File: src/rtl/vga_arb_pkg.sv
// vga_arb_pkg: shared constants and types for the VGA pixel arbiter.
//   SCREEN_W / SCREEN_H : visible raster size in pixels
//   X_W / Y_W / COLOR_W : coordinate and RGB333 color widths
//   arb_state_t         : arbiter FSM states
package vga_arb_pkg;

  localparam int SCREEN_W = 640;
  localparam int SCREEN_H = 480;
  localparam int X_W      = 10;
  localparam int Y_W      = 9;
  localparam int COLOR_W  = 9;

  typedef enum logic [1:0] {
    IDLE  = 2'd0,
    BURST = 2'd1,
    CLEAR = 2'd2
  } arb_state_t;

endpackage

File: src/rtl/vga_clear_sweeper.sv
// vga_clear_sweeper: raster counter for a full-screen clear.
//   clk, srst : clock and synchronous active-high reset
//   start     : begin a sweep at (0,0); ignored while busy
//   busy      : a sweep is in progress; x/y are valid
//   x, y      : current pixel, x fastest, rows top to bottom
//   last      : current pixel is (SCREEN_W-1, SCREEN_H-1); the sweep ends after it
module vga_clear_sweeper
  import vga_arb_pkg::*;
(
  input  logic           clk,
  input  logic           srst,
  input  logic           start,
  output logic           busy,
  output logic [X_W-1:0] x,
  output logic [Y_W-1:0] y,
  output logic           last
);

  logic           busy_reg;
  logic [X_W-1:0] x_reg;
  logic [Y_W-1:0] y_reg;
  logic           row_end;

  assign row_end = (x_reg == X_W'(SCREEN_W - 1));
  assign last    = busy_reg && row_end && (y_reg == Y_W'(SCREEN_H - 1));
  assign busy    = busy_reg;
  assign x       = x_reg;
  assign y       = y_reg;

  always_ff @(posedge clk) begin
    if (srst) begin
      busy_reg <= 1'b0;
      x_reg    <= '0;
      y_reg    <= '0;
    end else if (start && !busy_reg) begin
      busy_reg <= 1'b1;
      x_reg    <= '0;
      y_reg    <= '0;
    end else if (busy_reg) begin
      if (last) begin
        busy_reg <= 1'b0;
        x_reg    <= '0;
        y_reg    <= '0;
      end else if (row_end) begin
        x_reg <= '0;
        y_reg <= y_reg + 1'b1;
      end else begin
        x_reg <= x_reg + 1'b1;
      end
    end
  end

endmodule

File: src/rtl/vga_pixel_arbiter.sv
// vga_pixel_arbiter: round-robin burst arbiter in front of the vga_adapter
// pixel-write port, with an optional full-screen clear sequencer.
//   CLOCK_50, reset        : clock and synchronous active-high reset
//   req/last               : per-requester pixel valid / final pixel of burst
//   px_x/px_y/px_color     : packed per-requester pixel data (slot i at i*width)
//   gnt                    : registered one-hot grant
//   clear_start/color/busy : full-screen clear control
//   vga_x/y/color/write    : registered pixel to the adapter
//   drop_count             : saturating count of off-screen pixels discarded
// Build option: define VGA_PIXEL_ARB_CLEAR_EN to include the clear sequencer;
// otherwise the clear inputs are ignored and clear_busy is tied low.
module vga_pixel_arbiter
  import vga_arb_pkg::*;
#(
  parameter int NUM_REQ       = 3,
  parameter int BURST_TIMEOUT = 1023
) (
  input  logic                     CLOCK_50,
  input  logic                     reset,
  input  logic [NUM_REQ-1:0]       req,
  input  logic [NUM_REQ-1:0]       last,
  input  logic [NUM_REQ*X_W-1:0]   px_x,
  input  logic [NUM_REQ*Y_W-1:0]   px_y,
  input  logic [NUM_REQ*COLOR_W-1:0] px_color,
  output logic [NUM_REQ-1:0]       gnt,
  input  logic                     clear_start,
  input  logic [COLOR_W-1:0]       clear_color,
  output logic                     clear_busy,
  output logic [X_W-1:0]           vga_x,
  output logic [Y_W-1:0]           vga_y,
  output logic [COLOR_W-1:0]       vga_color,
  output logic                     vga_write,
  output logic [15:0]              drop_count
);

  localparam int IDX_W = (NUM_REQ > 1) ? $clog2(NUM_REQ) : 1;
  localparam int TO_W  = $clog2(BURST_TIMEOUT + 1);

  logic [X_W-1:0]     req_x     [NUM_REQ];
  logic [Y_W-1:0]     req_y     [NUM_REQ];
  logic [COLOR_W-1:0] req_color [NUM_REQ];

  genvar gi;
  generate
    for (gi = 0; gi < NUM_REQ; gi++) begin : g_unpack
      assign req_x[gi]     = px_x[gi*X_W +: X_W];
      assign req_y[gi]     = px_y[gi*Y_W +: Y_W];
      assign req_color[gi] = px_color[gi*COLOR_W +: COLOR_W];
    end
  endgenerate

  arb_state_t         state_reg, state_next;
  logic [NUM_REQ-1:0] gnt_reg, gnt_next;
  logic [IDX_W-1:0]   cur_reg, cur_next;
  logic [IDX_W-1:0]   last_winner_reg, last_winner_next;
  logic [TO_W-1:0]    to_cnt_reg, to_cnt_next;
  logic [X_W-1:0]     x_reg, x_next;
  logic [Y_W-1:0]     y_reg, y_next;
  logic [COLOR_W-1:0] color_reg, color_next;
  logic               write_reg, write_next;
  logic [15:0]        drop_reg, drop_next;

  // Round-robin pick: first requester at or after last_winner+1, wrapping.
  logic             pick_found;
  logic [IDX_W-1:0] pick_idx;
  logic [IDX_W-1:0] cand_idx;
  int               cand;

  always_comb begin
    pick_found = 1'b0;
    pick_idx   = '0;
    cand       = 0;
    cand_idx   = '0;
    for (int k = 0; k < NUM_REQ; k++) begin
      cand = int'(last_winner_reg) + 1 + k;
      if (cand >= NUM_REQ) cand = cand - NUM_REQ;
      cand_idx = IDX_W'(cand);
      if (!pick_found && req[cand_idx]) begin
        pick_found = 1'b1;
        pick_idx   = cand_idx;
      end
    end
  end

  logic xfer;
  logic on_screen;
  assign xfer      = (state_reg == BURST) && req[cur_reg] && gnt_reg[cur_reg];
  assign on_screen = (req_x[cur_reg] < X_W'(SCREEN_W)) && (req_y[cur_reg] < Y_W'(SCREEN_H));

  logic clear_req;
  logic sweep_start;

`ifdef VGA_PIXEL_ARB_CLEAR_EN
  logic               clear_pending_reg, clear_pending_next;
  logic               clear_busy_reg, clear_busy_next;
  logic [COLOR_W-1:0] clear_color_reg, clear_color_next;
  logic               clear_accept;
  logic               sweep_busy;
  logic               sweep_last;
  logic [X_W-1:0]     sweep_x;
  logic [Y_W-1:0]     sweep_y;

  // A start arriving in IDLE counts immediately so it beats a same-cycle req.
  assign clear_accept = clear_start && !clear_busy_reg;
  assign clear_req    = clear_pending_reg || clear_accept;
  assign clear_busy   = clear_busy_reg;

  vga_clear_sweeper u_sweeper (
    .clk   (CLOCK_50),
    .srst  (reset),
    .start (sweep_start),
    .busy  (sweep_busy),
    .x     (sweep_x),
    .y     (sweep_y),
    .last  (sweep_last)
  );

  always_comb begin
    clear_pending_next = clear_pending_reg || clear_accept;
    clear_busy_next    = clear_busy_reg || clear_accept;
    clear_color_next   = clear_accept ? clear_color : clear_color_reg;
    if (sweep_start) clear_pending_next = 1'b0;
    // Busy drops together with the final pixel's write strobe.
    if (sweep_last) clear_busy_next = 1'b0;
  end

  always_ff @(posedge CLOCK_50) begin
    if (reset) begin
      clear_pending_reg <= 1'b0;
      clear_busy_reg    <= 1'b0;
      clear_color_reg   <= '0;
    end else begin
      clear_pending_reg <= clear_pending_next;
      clear_busy_reg    <= clear_busy_next;
      clear_color_reg   <= clear_color_next;
    end
  end
`else
  logic unused_clear;
  assign unused_clear = ^{clear_start, clear_color};
  assign clear_req    = 1'b0;
  assign clear_busy   = 1'b0;
`endif

  always_comb begin
    state_next       = state_reg;
    gnt_next         = gnt_reg;
    cur_next         = cur_reg;
    last_winner_next = last_winner_reg;
    to_cnt_next      = to_cnt_reg;
    x_next           = x_reg;
    y_next           = y_reg;
    color_next       = color_reg;
    write_next       = 1'b0;
    drop_next        = drop_reg;
    sweep_start      = 1'b0;
    case (state_reg)
      IDLE: begin
        to_cnt_next = '0;
        if (clear_req) begin
          state_next  = CLEAR;
          sweep_start = 1'b1;
        end else if (pick_found) begin
          state_next         = BURST;
          cur_next           = pick_idx;
          gnt_next           = '0;
          gnt_next[pick_idx] = 1'b1;
        end
      end
      BURST: begin
        if (xfer) begin
          to_cnt_next = '0;
          x_next      = req_x[cur_reg];
          y_next      = req_y[cur_reg];
          color_next  = req_color[cur_reg];
          if (on_screen) write_next = 1'b1;
          else if (drop_reg != 16'hFFFF) drop_next = drop_reg + 16'd1;
          if (last[cur_reg]) begin
            state_next       = IDLE;
            gnt_next         = '0;
            last_winner_next = cur_reg;
          end
        end else if (to_cnt_reg == TO_W'(BURST_TIMEOUT - 1)) begin
          // Stalled requester: give up so the others are not starved.
          state_next       = IDLE;
          gnt_next         = '0;
          last_winner_next = cur_reg;
          to_cnt_next      = '0;
        end else begin
          to_cnt_next = to_cnt_reg + 1'b1;
        end
      end
`ifdef VGA_PIXEL_ARB_CLEAR_EN
      CLEAR: begin
        write_next = sweep_busy;
        x_next     = sweep_x;
        y_next     = sweep_y;
        color_next = clear_color_reg;
        if (sweep_last) state_next = IDLE;
      end
`endif
      default: state_next = IDLE;
    endcase
  end

  always_ff @(posedge CLOCK_50) begin
    if (reset) begin
      state_reg       <= IDLE;
      gnt_reg         <= '0;
      cur_reg         <= '0;
      last_winner_reg <= IDX_W'(NUM_REQ - 1);
      to_cnt_reg      <= '0;
      x_reg           <= '0;
      y_reg           <= '0;
      color_reg       <= '0;
      write_reg       <= 1'b0;
      drop_reg        <= '0;
    end else begin
      state_reg       <= state_next;
      gnt_reg         <= gnt_next;
      cur_reg         <= cur_next;
      last_winner_reg <= last_winner_next;
      to_cnt_reg      <= to_cnt_next;
      x_reg           <= x_next;
      y_reg           <= y_next;
      color_reg       <= color_next;
      write_reg       <= write_next;
      drop_reg        <= drop_next;
    end
  end

  assign gnt        = gnt_reg;
  assign vga_x      = x_reg;
  assign vga_y      = y_reg;
  assign vga_color  = color_reg;
  assign vga_write  = write_reg;
  assign drop_count = drop_reg;

endmodule

File: config.mk
export PLATFORM = sky130hd
export DESIGN_NAME = vga_pixel_arbiter
export DESIGN_NICKNAME = d
export VERILOG_FILES = /design/src/rtl/vga_arb_pkg.sv /design/src/rtl/vga_clear_sweeper.sv /design/src/rtl/vga_pixel_arbiter.sv
export SDC_FILE = /design/constraint.sdc
export NUM_CORES = 1
export LEC_CHECK = 0
export BUFFER_PORTS_ARGS = -buffer_cell sky130_fd_sc_hd__buf_2
export CAP_MARGIN = 20
export CORE_MARGIN = 3
export CORE_UTILIZATION = 45
export CTS_BUF_LIST = sky130_fd_sc_hd__clkbuf_4 sky130_fd_sc_hd__clkbuf_8 sky130_fd_sc_hd__clkbuf_16
export DETAILED_ROUTE_END_ITERATION = 6
export GPL_TIMING_DRIVEN = 1
export PLACE_DENSITY_LB_ADDON = 0.15
export RECOVER_POWER = 25
export SYNTH_ARGS = -nofsm -noshare
export SYNTH_HDL_FRONTEND = slang
export SYNTH_SLANG_ARGS = --single-unit
File: constraint.sdc
create_clock -name CLOCK_50 -period 2.8 [get_ports CLOCK_50]
set_input_delay 0.28 -clock CLOCK_50 [delete_from_list [all_inputs] [get_ports CLOCK_50]]
set_output_delay 0.28 -clock CLOCK_50 [all_outputs]
set_load 0.05 [all_outputs]
# Word-level counts from Yosys, hierarchy flattened

Cells that the tools add are included.

Output and inout bits: 49
Word-level logic and storage cells: 108
Flip-flop bits (word level): 64
Bits of input ports: 102

Bitwise operators: 4
Reductions and logical operators: 18
$add $sub $neg: 8
Eq/ne operators: 7
Multiplexer cells: 49
Magnitude comparators: 12

Operators with widths:

| cell                                                              | count |
|---|---|
| 2-to-1 mux 10 bit                                                 | 4 |
| binary-select mux 9 bit (select 2 bit)                            | 2 |
| 2-to-1 mux 9 bit                                                  | 4 |
| 2-to-1 mux 2 bit                                                  | 13 |
| binary-select mux 10 bit (select 2 bit)                           | 1 |
| case mux 10 bit (2 select lines)                                  | 1 |
| adder 16 x 1 -> 16 bit, second input constant                     | 1 |
| inequality test 16 bit, second input constant                     | 1 |
| less-than comparator 2 x 3 -> 1 bit, second input constant        | 5 |
| binary-select mux 1 bit (select 2 bit)                            | 6 |
| 2-to-1 mux 3 bit                                                  | 4 |
| 2-to-1 mux 1 bit                                                  | 11 |
| adder 10 x 1 -> 10 bit, second input constant                     | 1 |
| == test 10 bit, second input constant                             | 1 |
| less-than comparator 10 bit, second input constant                | 1 |
| less-than comparator 9 bit, second input constant                 | 1 |
| greater-or-equal comparator 4 x 2 -> 1 bit, second input constant | 2 |
| AND reduction 4 bit                                               | 2 |
| logical AND 1 bit                                                 | 6 |
| inequality test 3 x 2 -> 1 bit, second input constant             | 2 |
| case mux 3 bit (2 select lines)                                   | 1 |
| AND reduction 3 bit                                               | 2 |
| subtractor 2 bit, second input constant                           | 3 |
| adder 3 x 1 -> 4 bit, second input constant                       | 1 |
| other kinds (17)                                                  | 22 |

# Logic depth before layout (Yosys ltp)

Gate-level depths: netlist of the first run.

Depth after elaboration: 18
Depth in mapped cells: 9
Mapped depth without buffers: 8

# Worst setup path after synthesis of the first run

No wires, ideal clock.

Kind: register to register
Start: register drop_reg[0], in the netlist drop_count[0]
End: register drop_reg[3], in the netlist drop_count[3]
Period minus slack after synthesis: 2.718 ns
Cell stages (with the launch flop): 10
Path slack: 0.082 ns
Data arrival time: 2.603 ns
Cell sequence: dfxtp_1 ha_1 nand3_1 or2_2 clkbuf_1 o31ai_1 a21o_1 clkbuf_1 nor3_1 o21a_1

Longest elaborated chain between the ends: 2
Elaborated cells between the ends (all ways): 3
Classes of those cells: add/sub (1); eq/ne (1); reduce/logical (1)

RTL lines:

| element                                                        | RTL line                 | RTL |
|---|---|---|
| start, declared                                                | vga_pixel_arbiter.sv:61  | `logic [15:0] drop_reg, drop_next;` |
| start signal, assigned                                         | vga_pixel_arbiter.sv:228 | `drop_reg <= drop_next;` |
| branches (longest 2 deep; another with adder 16 x 1 -> 16 bit) | n/a                      |  |

Parallel ways; which one is timed is not known.
A chain may end at the register's enable or synchronous reset.

# Worst setup path after layout of the first run

Start: register cur_reg[1]
End: register drop_reg[15], in the netlist drop_count[15]

Longest elaborated chain between the ends: 8
Elaborated cells between the ends (all ways): 18
Classes of those cells: order compare (2); mux (10); bitwise (2); reduce/logical (4)

RTL lines:

| element                                                                                           | RTL line                 | RTL |
|---|---|---|
| start, declared                                                                                   | vga_pixel_arbiter.sv:54  | `logic [IDX_W-1:0] cur_reg, cur_next;` |
| start signal, assigned                                                                            | vga_pixel_arbiter.sv:221 | `cur_reg <= cur_next;` |
| inverter 2 -> 3 bit (not written as such)                                                         | vga_pixel_arbiter.sv:88  | `assign on_screen = (req_x[cur_reg] < X_W'(SCREEN_W)) && (req_y[cur_reg] < Y_W'(SCREEN_H));` |
| binary-select mux 10 bit (select 2 bit) or binary-select mux 9 bit (select 2 bit) (tied branches) | vga_pixel_arbiter.sv:88  |  |
| 2-to-1 mux 10 bit (not written as such) or 2-to-1 mux 9 bit (tied branches) (2 in a row)          | vga_pixel_arbiter.sv:88  |  |
| less-than comparator 10 bit or less-than comparator 9 bit (tied branches)                         | vga_pixel_arbiter.sv:88  |  |
| logical AND 1 bit                                                                                 | vga_pixel_arbiter.sv:88  |  |
| inverter 1 bit (no source line)                                                                   | n/a                      |  |
| AND reduction 4 bit (no source line) *                                                            | n/a                      |  |

Mark *: on every way between the ends. The rest lies on a longest branch, timed or not. The select of a mux whose other input is x is not followed.

==> metrics.csv, run 1 <==
stage;metric;value;unit
status;status;finished, final reports clean;
pwr;Max VDD drop;0.000356;V
sta;final setup fails;0;
clocking;CTS tree;done;
finish;Layout area overhead;28.4;%
logic_synthesis;Warnings, synthesis;0;
finish;nets;636;
logic_synthesis;top-count cell post-synth;nor2_1;
place;Final HPWL DP;6630;um
logic_synthesis;ys async rst share;0;
clocking;Skew-Pair Late Insertion Delay;330;ps
worst_setup_path;Worst Setup SP;cur_reg[1]$_SDFFE_PP0P_;
finish;Final Cell Area;4290;sq um
place;gpl congestion;0.900;
worst_setup_path;critical path class;flop to flop;
worst_setup_path;RR Endpoint;drop_count[15]$_SDFFE_PP0P_;
worst_setup_path;Worst path depth;6;
finish;fill count;665;
sta;hold slack;286;ps
logic_synthesis;Post-Syn Instances;393;
sta;Fmax achieved;400;MHz
clocking;post-CTS setup buffer count;0;
global_route;largest net degree at the start of global routing;61;
clocking;post_cts resized;0;
logic_synthesis;top_reg_cell synth;dfxtp_1;
sta;Fin Setup TNS;0;ps
detailed_routing;Detail Route Antenna Nets;0;
finish;final core occ;0.615;
finish;layout cell share with drive strength beyond 1;0.289;
finish;diode count;0;
detailed_routing;total number of vias;3345;
sta;fin crit share;0.892;
logic_synthesis;Synth Cell Area;3340;sq um
logic_synthesis;post-synth top area share;0.378;
worst_setup_path;CP Cell Sequence;mux2_1 -> a22oi_2 -> or4_4 -> a21o_1 -> or4_1 -> a21oi_1;
sta;final hold vios;0;
detailed_routing;final WL;8990;um
place;dpl cells;612;
clocking;Max Root-Sink Buffers;2;
detailed_routing;via-per-instance ratio;5.33;
worst_setup_path;crit path to;drop_count[15]$_SDFFE_PP0P_;
finish;max reg flops;16;
clocking;# hold bufs at CTS;0;
detailed_routing;DRT Pass-1 Iters;4;
logic_synthesis;syn nets;502;
sta;Slew HR;0.568;
worst_setup_path;CP endpoint kind;flop;
sta;Slew @ Worst Pin;650;ps
global_route;number of global-route vias before repair;3043;
global_route;initial antenna violation count;0;
place;post-placement setup slack;329;ps
sta;worst setup margin;301;ps
global_route;global-route wire length before repair;14000;um
global_route;total gr overflow;0;
worst_setup_path;slowest cell on the critical path;or4_4;
worst_setup_path;Worst setup SP type;flop;
floorplanning;Die Wd;92.2;um
sta;Final Max Slew Viols;0;
floorplanning;total core area;6980;sq um
place;Area after DPL;4110;sq um
pwr;Total Power;2.61;mW
logic_synthesis;EDFF count, synth;0;
run;max_cap viols;0;
worst_setup_path;worst path required time;3060;ps
pwr;PwrDens;607;nW/um^2
global_route;Tot GR Track Use;0.200;
pwr;Pleak;1.82;nW
worst_setup_path;Max FO, Critical Path;16;
detailed_routing;DRT iter0 DRCs;115;
hold_path;Hold Path Class;input pin to flop;
worst_setup_path;delay-heaviest family, CP;simple AND/OR/NAND/NOR gates;
detailed_routing;WL/cell;14.3;um
worst_setup_path;critical path buffer and inverter count;0;
sta;Final min period;2500;ps
floorplanning;IO Count;151;
clocking;CTS sink cnt;63;
logic_synthesis;top cells by count, synth;74 x nor2_1, 63 x dfxtp_1, 34 x a21oi_1;
clocking;clock root buffer;clkbuf_8;
logic_synthesis;Synth cell types;54;
worst_setup_path;Register-to-Register Setup Slack;300;ps
clocking;total CTS buffers;9;
logic_synthesis;synthesized area per cell;8.50;sq um
logic_synthesis;register area share after synthesis;0.378;
sta;unrepaired setup endpoints after global routing;false;
sta;Setup Skew;8.32;ps
worst_setup_path;Register-to-Register Path Depth;6;
clocking;Clock Pin Slew Worst Setup and Hold Paths;70;ps
floorplanning;Starting Density;0.478;
place;# port buffers;139;
finish;area of the multi-input gates;1930;sq um
worst_setup_path;Arr. time, crit path;2760;ps
logic_synthesis;Synth area leaders;dfxtp_1 38%, nor2_1 8.3%, mux2i_1 7.8%;
logic_synthesis;flops & latches, synth;63;
floorplanning;die area;8490;sq um
floorplanning;DIE HEIGHT;92.2;um
floorplanning;Rows;30;
logic_synthesis;post-synth top area cell;dfxtp_1;
clocking;# H-tree levels;3;
finish;sequential cell area;1260;sq um
finish;final cell count without fillers;628;
detailed_routing;DRC Markers;0;
worst_setup_path;Max stage delay on crit path;570;ps
worst_setup_path;RR Startpoint;cur_reg[1]$_SDFFE_PP0P_;
## worst min path at each step
stage,start,to,slack [ps],cells after the start
2_1_floorplan,to_cnt_reg[0]$_SDFF_PP0_,to_cnt_reg[0]$_SDFF_PP0_,460,1
3_5_place_dp,vga_x[5]$_SDFFE_PP0P_,vga_x[5]$_SDFFE_PP0P_,490,2
6_report,px_x[16],vga_x[6]$_SDFFE_PP0P_,290,3
4_1_cts,px_x[16],vga_x[6]$_SDFFE_PP0P_,270,3
5_1_grt,px_y[11],vga_y[2]$_SDFFE_PP0P_,300,3
3_3_place_gp,drop_count[13]$_SDFFE_PP0P_,drop_count[13]$_SDFFE_PP0P_,470,2
## tightest hold or removal path, delay by kind of cell
kind | cells | cell delay [ps]
buf+inv | 1 | 100
compound gates | 2 | 180
## cell usage in the layout (no fill, tap or decap), drive strengths merged, types with 2 or more instances in the layout
master,count
and3,4
o21ai,3
and2,2
o21a,2
a21oi,34
buf,121
a22oi,7
nor2,74
nor4,2
or2,2
or4,8
a21o,2
xor2,7
ha,7
inv,8
a2111oi,2
clkinv,3
mux2i,26
mux2,10
and4,5
dfxtp,63
nand3b,2
nor2b,3
xnor2,3
o2bb2ai,2
nand2,14
nand4,4
o31ai,8
nand3,11
nand2b,3
nor3,6
a21boi,2
clkbuf,40
a211oi,30
## cell type report
cell class	count	share of cell area
Inverter	9	0.00787
Timing Repair Buffer	148	0.170
Clock inverter	3	0.00933
Clock buffer	13	0.0402
Multi-Input combinational cell	296	0.450
Sequential cell	63	0.294
Tap cell	96	0.0280
## cells by family (layout without fill, tap and decap cells)
kind of cell / after synthesis / count (layout) / synth area share
AND/OR/NAND/NOR: 142 / 142 / 0.205
AO/OA/AOI/OAI: 100 / 100 / 0.208
flip-flops: 63 / 63 / 0.378
multiplexers: 36 / 36 / 0.112
buffers and inverters: 34 / 173 / 0.0442
XOR/XNOR: 10 / 10 / 0.0262
adder cells (fa/ha/maj): 7 / 7 / 0.0262
other: 1 / 1 / 0.00112
## metal layers
metal | up-vias | GRT usage | wire length, um
li1 | 1702 | - | -
met1 | 1514 | 0.238 | 3860
met2 | 121 | 0.355 | 4470
met3 | 8 | 0.0443 | 581
met4 | 0 | 0.0631 | 79
met5 | - | 0 | 0
## power breakdown
part	internal, mW	switching (mW)	total, mW	leakage, nW
combinational	0.246	0.516	0.762	1.20
sequential	0.969	0.0537	1.02	0.512
clock	0.491	0.331	0.822	0.113
total	1.71	0.900	2.61	1.82
Power figures use the tool's default switching activity.
==> run 2: changes to the inputs <==
- CORE_UTILIZATION: 45 -> 47
==> metrics.csv, run 2 (synthesized netlist as in run 1, its figures left out) <==
stage;metric;value;unit
status;status;finished, final reports clean;
detailed_routing;Detail Route Antenna Nets;0;
sta;Setup Skew;9.18;ps
sta;final hold vios;0;
detailed_routing;Met3 Wirelength;580;um
clocking;Clock Pin Slew Worst Setup and Hold Paths;70;ps
floorplanning;IO Count;151;
clocking;CTS tree;done;
hold_path;Hold Path Class;input pin to flop;
sta;Final Max Slew Viols;0;
pwr;PwrDens;621;nW/um^2
clocking;clock root buffer;clkbuf_8;
finish;most frequent cells in the layout;112 x buf_2, 74 x nor2_1, 62 x dfxtp_1;
run;max_cap viols;0;
detailed_routing;DRC Markers;0;
pwr;Pleak;1.83;nW
global_route;total gr overflow;0;
pwr;Max VDD drop;0.000309;V
finish;layout cell share with drive strength beyond 1;0.291;
clocking;total CTS buffers;9;
sta;Fmax achieved;394;MHz
global_route;Tot GR Track Use;0.213;
global_route;initial antenna violation count;0;
finish;Layout area overhead;29.2;%
detailed_routing;final WL;8880;um
global_route;global-route wire length before repair;14600;um
detailed_routing;DR top layer;met4;
clocking;Skew-Pair Late Insertion Delay;330;ps
worst_setup_path;Worst Setup SP;cur_reg[1]$_SDFFE_PP0P_;
floorplanning;die area;8160;sq um
worst_setup_path;critical path class;flop to flop;
global_route;number of global-route vias before repair;3130;
finish;most common cell after layout, fill and taps aside;buf_2;
sta;Fin Setup TNS;0;ps
detailed_routing;M1 WL;3860;um
worst_setup_path;RR Endpoint;last_winner_reg[1]$_SDFFE_PP1P_;
detailed_routing;WL/cell;14.1;um
worst_setup_path;Worst setup SP type;flop;
detailed_routing;DRT Pass-1 Iters;5;
clocking;CTS sink cnt;63;
sta;unrepaired setup endpoints after global routing;false;
finish;diode count;0;
worst_setup_path;worst path required time;3010;ps
finish;nets;637;
floorplanning;total core area;6830;sq um
sta;final setup fails;0;
clocking;# hold bufs at CTS;0;
detailed_routing;via-per-instance ratio;5.32;
detailed_routing;total number of vias;3349;
finish;Final Cell Area;4320;sq um
worst_setup_path;CP endpoint kind;flop;
sta;Slew @ Worst Pin;670;ps
worst_setup_path;Register-to-Register Path Depth;7;
place;gpl congestion;0.814;
place;Final HPWL DP;6670;um
floorplanning;Starting Density;0.489;
place;Area after DPL;4120;sq um
clocking;post-CTS setup buffer count;0;
clocking;# H-tree levels;3;
place;# port buffers;139;
floorplanning;Die Wd;90.3;um
finish;max reg flops;16;
clocking;Max Root-Sink Buffers;2;
detailed_routing;DRT iter0 DRCs;103;
floorplanning;DIE HEIGHT;90.3;um
worst_setup_path;RR Startpoint;cur_reg[1]$_SDFFE_PP0P_;
sta;Slew HR;0.556;
worst_setup_path;Arr. time, crit path;2750;ps
worst_setup_path;crit path to;last_winner_reg[1]$_SDFFE_PP1P_;
worst_setup_path;Register-to-Register Setup Slack;260;ps
floorplanning;Rows;30;
detailed_routing;DR WL met2;4400;um
clocking;post_cts resized;0;
global_route;largest net degree at the start of global routing;61;
sta;Final min period;2540;ps
worst_setup_path;Max FO, Critical Path;60;
sta;fin crit share;0.907;
[run 2: power by group]
group | switching [mW] | total [mW] | internal (mW)
Clock | 0.326 | 0.895 | 0.569
Combinational | 0.516 | 0.764 | 0.248
Sequential | 0.0549 | 1.02 | 0.969
[run 2: worst min path at each step]
stage	from	end	cells after the start	slack (ps)
finish	px_color[12]	vga_color[3]$_SDFFE_PP0P_	3	280
floorplan	to_cnt_reg[0]$_SDFF_PP0_	to_cnt_reg[0]$_SDFF_PP0_	1	460
global placement	drop_count[9]$_SDFFE_PP0P_	drop_count[9]$_SDFFE_PP0P_	2	470
global route	px_color[12]	vga_color[3]$_SDFFE_PP0P_	3	270
detailed placement	vga_x[1]$_SDFFE_PP0P_	vga_x[1]$_SDFFE_PP0P_	2	490
CTS	px_color[10]	vga_color[1]$_SDFFE_PP0P_	3	280
[run 2: layout make-up]
type	instances	area, sq um
fill	619	2510
multi-input combinational	296	1930
sequential	63	1260
timing repair buffer	149	737
clock buffer	13	166
tap	96	120
clock inverter	3	65.1
inverter	9	33.8
[run 2: layer usage]
metal | GRT usage | vias to the layer above
li1 | - | 1691
met1 | 0.254 | 1538
met2 | 0.376 | 115
met3 | 0.0567 | 5
met4 | 0.0587 | 0
met5 | 0 | -
[run 2: per-stage QoR]
stage	setup WS, ps	std cells	hold slack, ps	utilization	total power [mW]
2_1_floorplan	81.9	393	465	-	1.61
3_3_place_gp	347	613	473	0.603	1.80
3_5_place_dp	279	613	488	0.603	1.82
4_1_cts	268	629	277	0.637	2.72
5_1_grt	91.0	629	273	0.632	2.82
6_report	260	629	283	0.632	2.68
[run 2: critical path, stage by stage, from the launching register on]
cell,delay (ps)
dfxtp_2,450
nand3b_1,250
a2111oi_4,420
buf_4,530
o211a_1,280
nand3b_1,190
mux2i_1,210
nand2_1,60
==> run 3: changes to the inputs <==
- CAP_MARGIN: 20 -> 40
- clock period: 2.8 -> 2.54 ns (I/O delays scaled with it)
==> metrics.csv, run 3 (synthesized netlist as in run 1, its figures left out) <==
stage;metric;value;unit
worst_setup_path;CP endpoint kind;flop;
finish;fill count;640;
place;# port buffers;139;
sta;Slew HR;0.565;
finish;final cell count without fillers;632;
detailed_routing;DRT iter0 DRCs;130;
floorplanning;Starting Density;0.489;
place;gpl congestion;0.918;
clocking;Max Root-Sink Buffers;2;
finish;max reg flops;16;
floorplanning;total core area;6830;sq um
run;max_cap viols;0;
finish;most common cell after layout, fill and taps aside;buf_2;
pwr;Total Power;2.79;mW
clocking;# H-tree levels;3;
sta;unrepaired setup endpoints after global routing;false;
hold_path;hold path cells;3;
pwr;Pleak;1.83;nW
finish;nets;641;
finish;diode count;0;
global_route;total gr overflow;0;
sta;final setup fails;0;
floorplanning;DIE HEIGHT;90.3;um
worst_setup_path;CP Cell Sequence;buf_4 -> mux2_2 -> a22oi_1 -> or4_4 -> a21o_2 -> or4_1 -> a21oi_1;
worst_setup_path;Max stage delay on crit path;510;ps
finish;final core occ;0.629;
clocking;Clock Pin Slew Worst Setup and Hold Paths;70;ps
detailed_routing;DRT Pass-1 Iters;4;
floorplanning;Rows;30;
sta;Setup Skew;7.54;ps
detailed_routing;total number of vias;3363;
global_route;Tot GR Track Use;0.215;
pwr;Max VDD drop;0.000387;V
clocking;# hold bufs at CTS;0;
finish;Layout area overhead;28.7;%
detailed_routing;WL/cell;14.0;um
detailed_routing;DRC Markers;0;
floorplanning;Die Wd;90.3;um
status;status;finished, final reports clean;
clocking;CTS sink cnt;63;
worst_setup_path;Max FO, Critical Path;14;
worst_setup_path;Arr. time, crit path;2670;ps
global_route;global-route wire length before repair;14700;um
worst_setup_path;Register-to-Register Path Depth;7;
worst_setup_path;worst path required time;2800;ps
worst_setup_path;slowest cell on the critical path;or4_1;
finish;most frequent cells in the layout;112 x buf_2, 74 x nor2_1, 60 x dfxtp_1;
hold_path;Worst Hold Launch;px_color[17];
sta;Fin Setup TNS;0;ps
place;dpl cells;617;
global_route;largest net degree at the start of global routing;58;
worst_setup_path;critical path class;flop to flop;
sta;Final Max Slew Viols;0;
detailed_routing;via-per-instance ratio;5.32;
detailed_routing;final WL;8840;um
hold_path;Hold Path Class;input pin to flop;
global_route;initial antenna violation count;0;
worst_setup_path;Worst setup SP type;flop;
sta;Final min period;2410;ps
place;Final HPWL DP;6680;um
pwr;PwrDens;649;nW/um^2
sta;Slew @ Worst Pin;655;ps
sta;fin crit share;0.947;
floorplanning;IO Count;151;
sta;final hold vios;0;
clocking;clock root buffer;clkbuf_8;
worst_setup_path;Register-to-Register Setup Slack;130;ps
clocking;post_cts resized;0;
worst_setup_path;RR Startpoint;cur_reg[1]$_SDFFE_PP0P_;
sta;Fmax achieved;416;MHz
clocking;total CTS buffers;9;
worst_setup_path;RR Endpoint;drop_count[15]$_SDFFE_PP0P_;
hold_path;hold endpoint;vga_color[8]$_SDFFE_PP0P_;
clocking;post-CTS setup buffer count;0;
finish;layout cell share with drive strength beyond 1;0.300;
detailed_routing;Detail Route Antenna Nets;0;
global_route;number of global-route vias before repair;3141;
floorplanning;die area;8160;sq um
clocking;CTS tree;done;
clocking;Skew-Pair Late Insertion Delay;330;ps
## run 3: layout make-up
| type | instances | area (sq um) | area share |
|---|---|---|---|
| Multi-Input combinational cell | 296 | 1930 | 0.450 |
| Sequential cell | 63 | 1260 | 0.294 |
| Timing Repair Buffer | 153 | 767 | 0.178 |
| Clock buffer | 10 | 131 | 0.0305 |
| Tap cell | 96 | 120 | 0.0279 |
| Clock inverter | 5 | 50.0 | 0.0116 |
| Inverter | 9 | 33.8 | 0.00786 |
## run 3: through the flow
stage	cell area [sq um]	setup WS (ps)	hold slack (ps)
finish	4300	134	255
global route	4300	11.1	271
CTS	4330	103	241
detailed placement	4150	131	483
global placement	4150	158	475
floorplan	3340	31.5	445
## run 3: routing by layer
layer	track usage	vias up	routed length, um
met5	0	-	0
met4	0.0561	0	129
met3	0.0717	11	554
met2	0.377	104	4350
met1	0.252	1541	3800
li1	-	1707	-
## run 3: worst max path at each step
stage / start / to / slack (ps)
CTS: cur_reg[1]$_SDFFE_PP0P_ / drop_count[15]$_SDFFE_PP0P_ / 100
global placement: cur_reg[1]$_SDFFE_PP0P_ / drop_count[15]$_SDFFE_PP0P_ / 160
detailed placement: cur_reg[1]$_SDFFE_PP0P_ / drop_count[15]$_SDFFE_PP0P_ / 130
global route: last_winner_reg[0]$_SDFFE_PP0P_ / gnt[0]$_SDFFE_PP0P_ / 10
floorplan: drop_count[0]$_SDFFE_PP0P_ / drop_count[3]$_SDFFE_PP0P_ / 30
finish: cur_reg[1]$_SDFFE_PP0P_ / drop_count[15]$_SDFFE_PP0P_ / 130
## run 3: critical path: cells and delay by family (launching register included)
| family | cells | cell delay (ps) |
|---|---|---|
| AND/OR/NAND/NOR | 2 | 970 |
| AO/OA/AOI/OAI | 3 | 510 |
| flip-flops | 1 | 470 |
| buffers and inverters | 1 | 210 |
| multiplexers | 1 | 160 |
## run 3: where the power goes
group | switching, mW | leakage (nW) | internal (mW)
registers | 0.0542 | 0.513 | 1.07
logic | 0.575 | 1.22 | 0.281
clock network | 0.361 | 0.0991 | 0.451
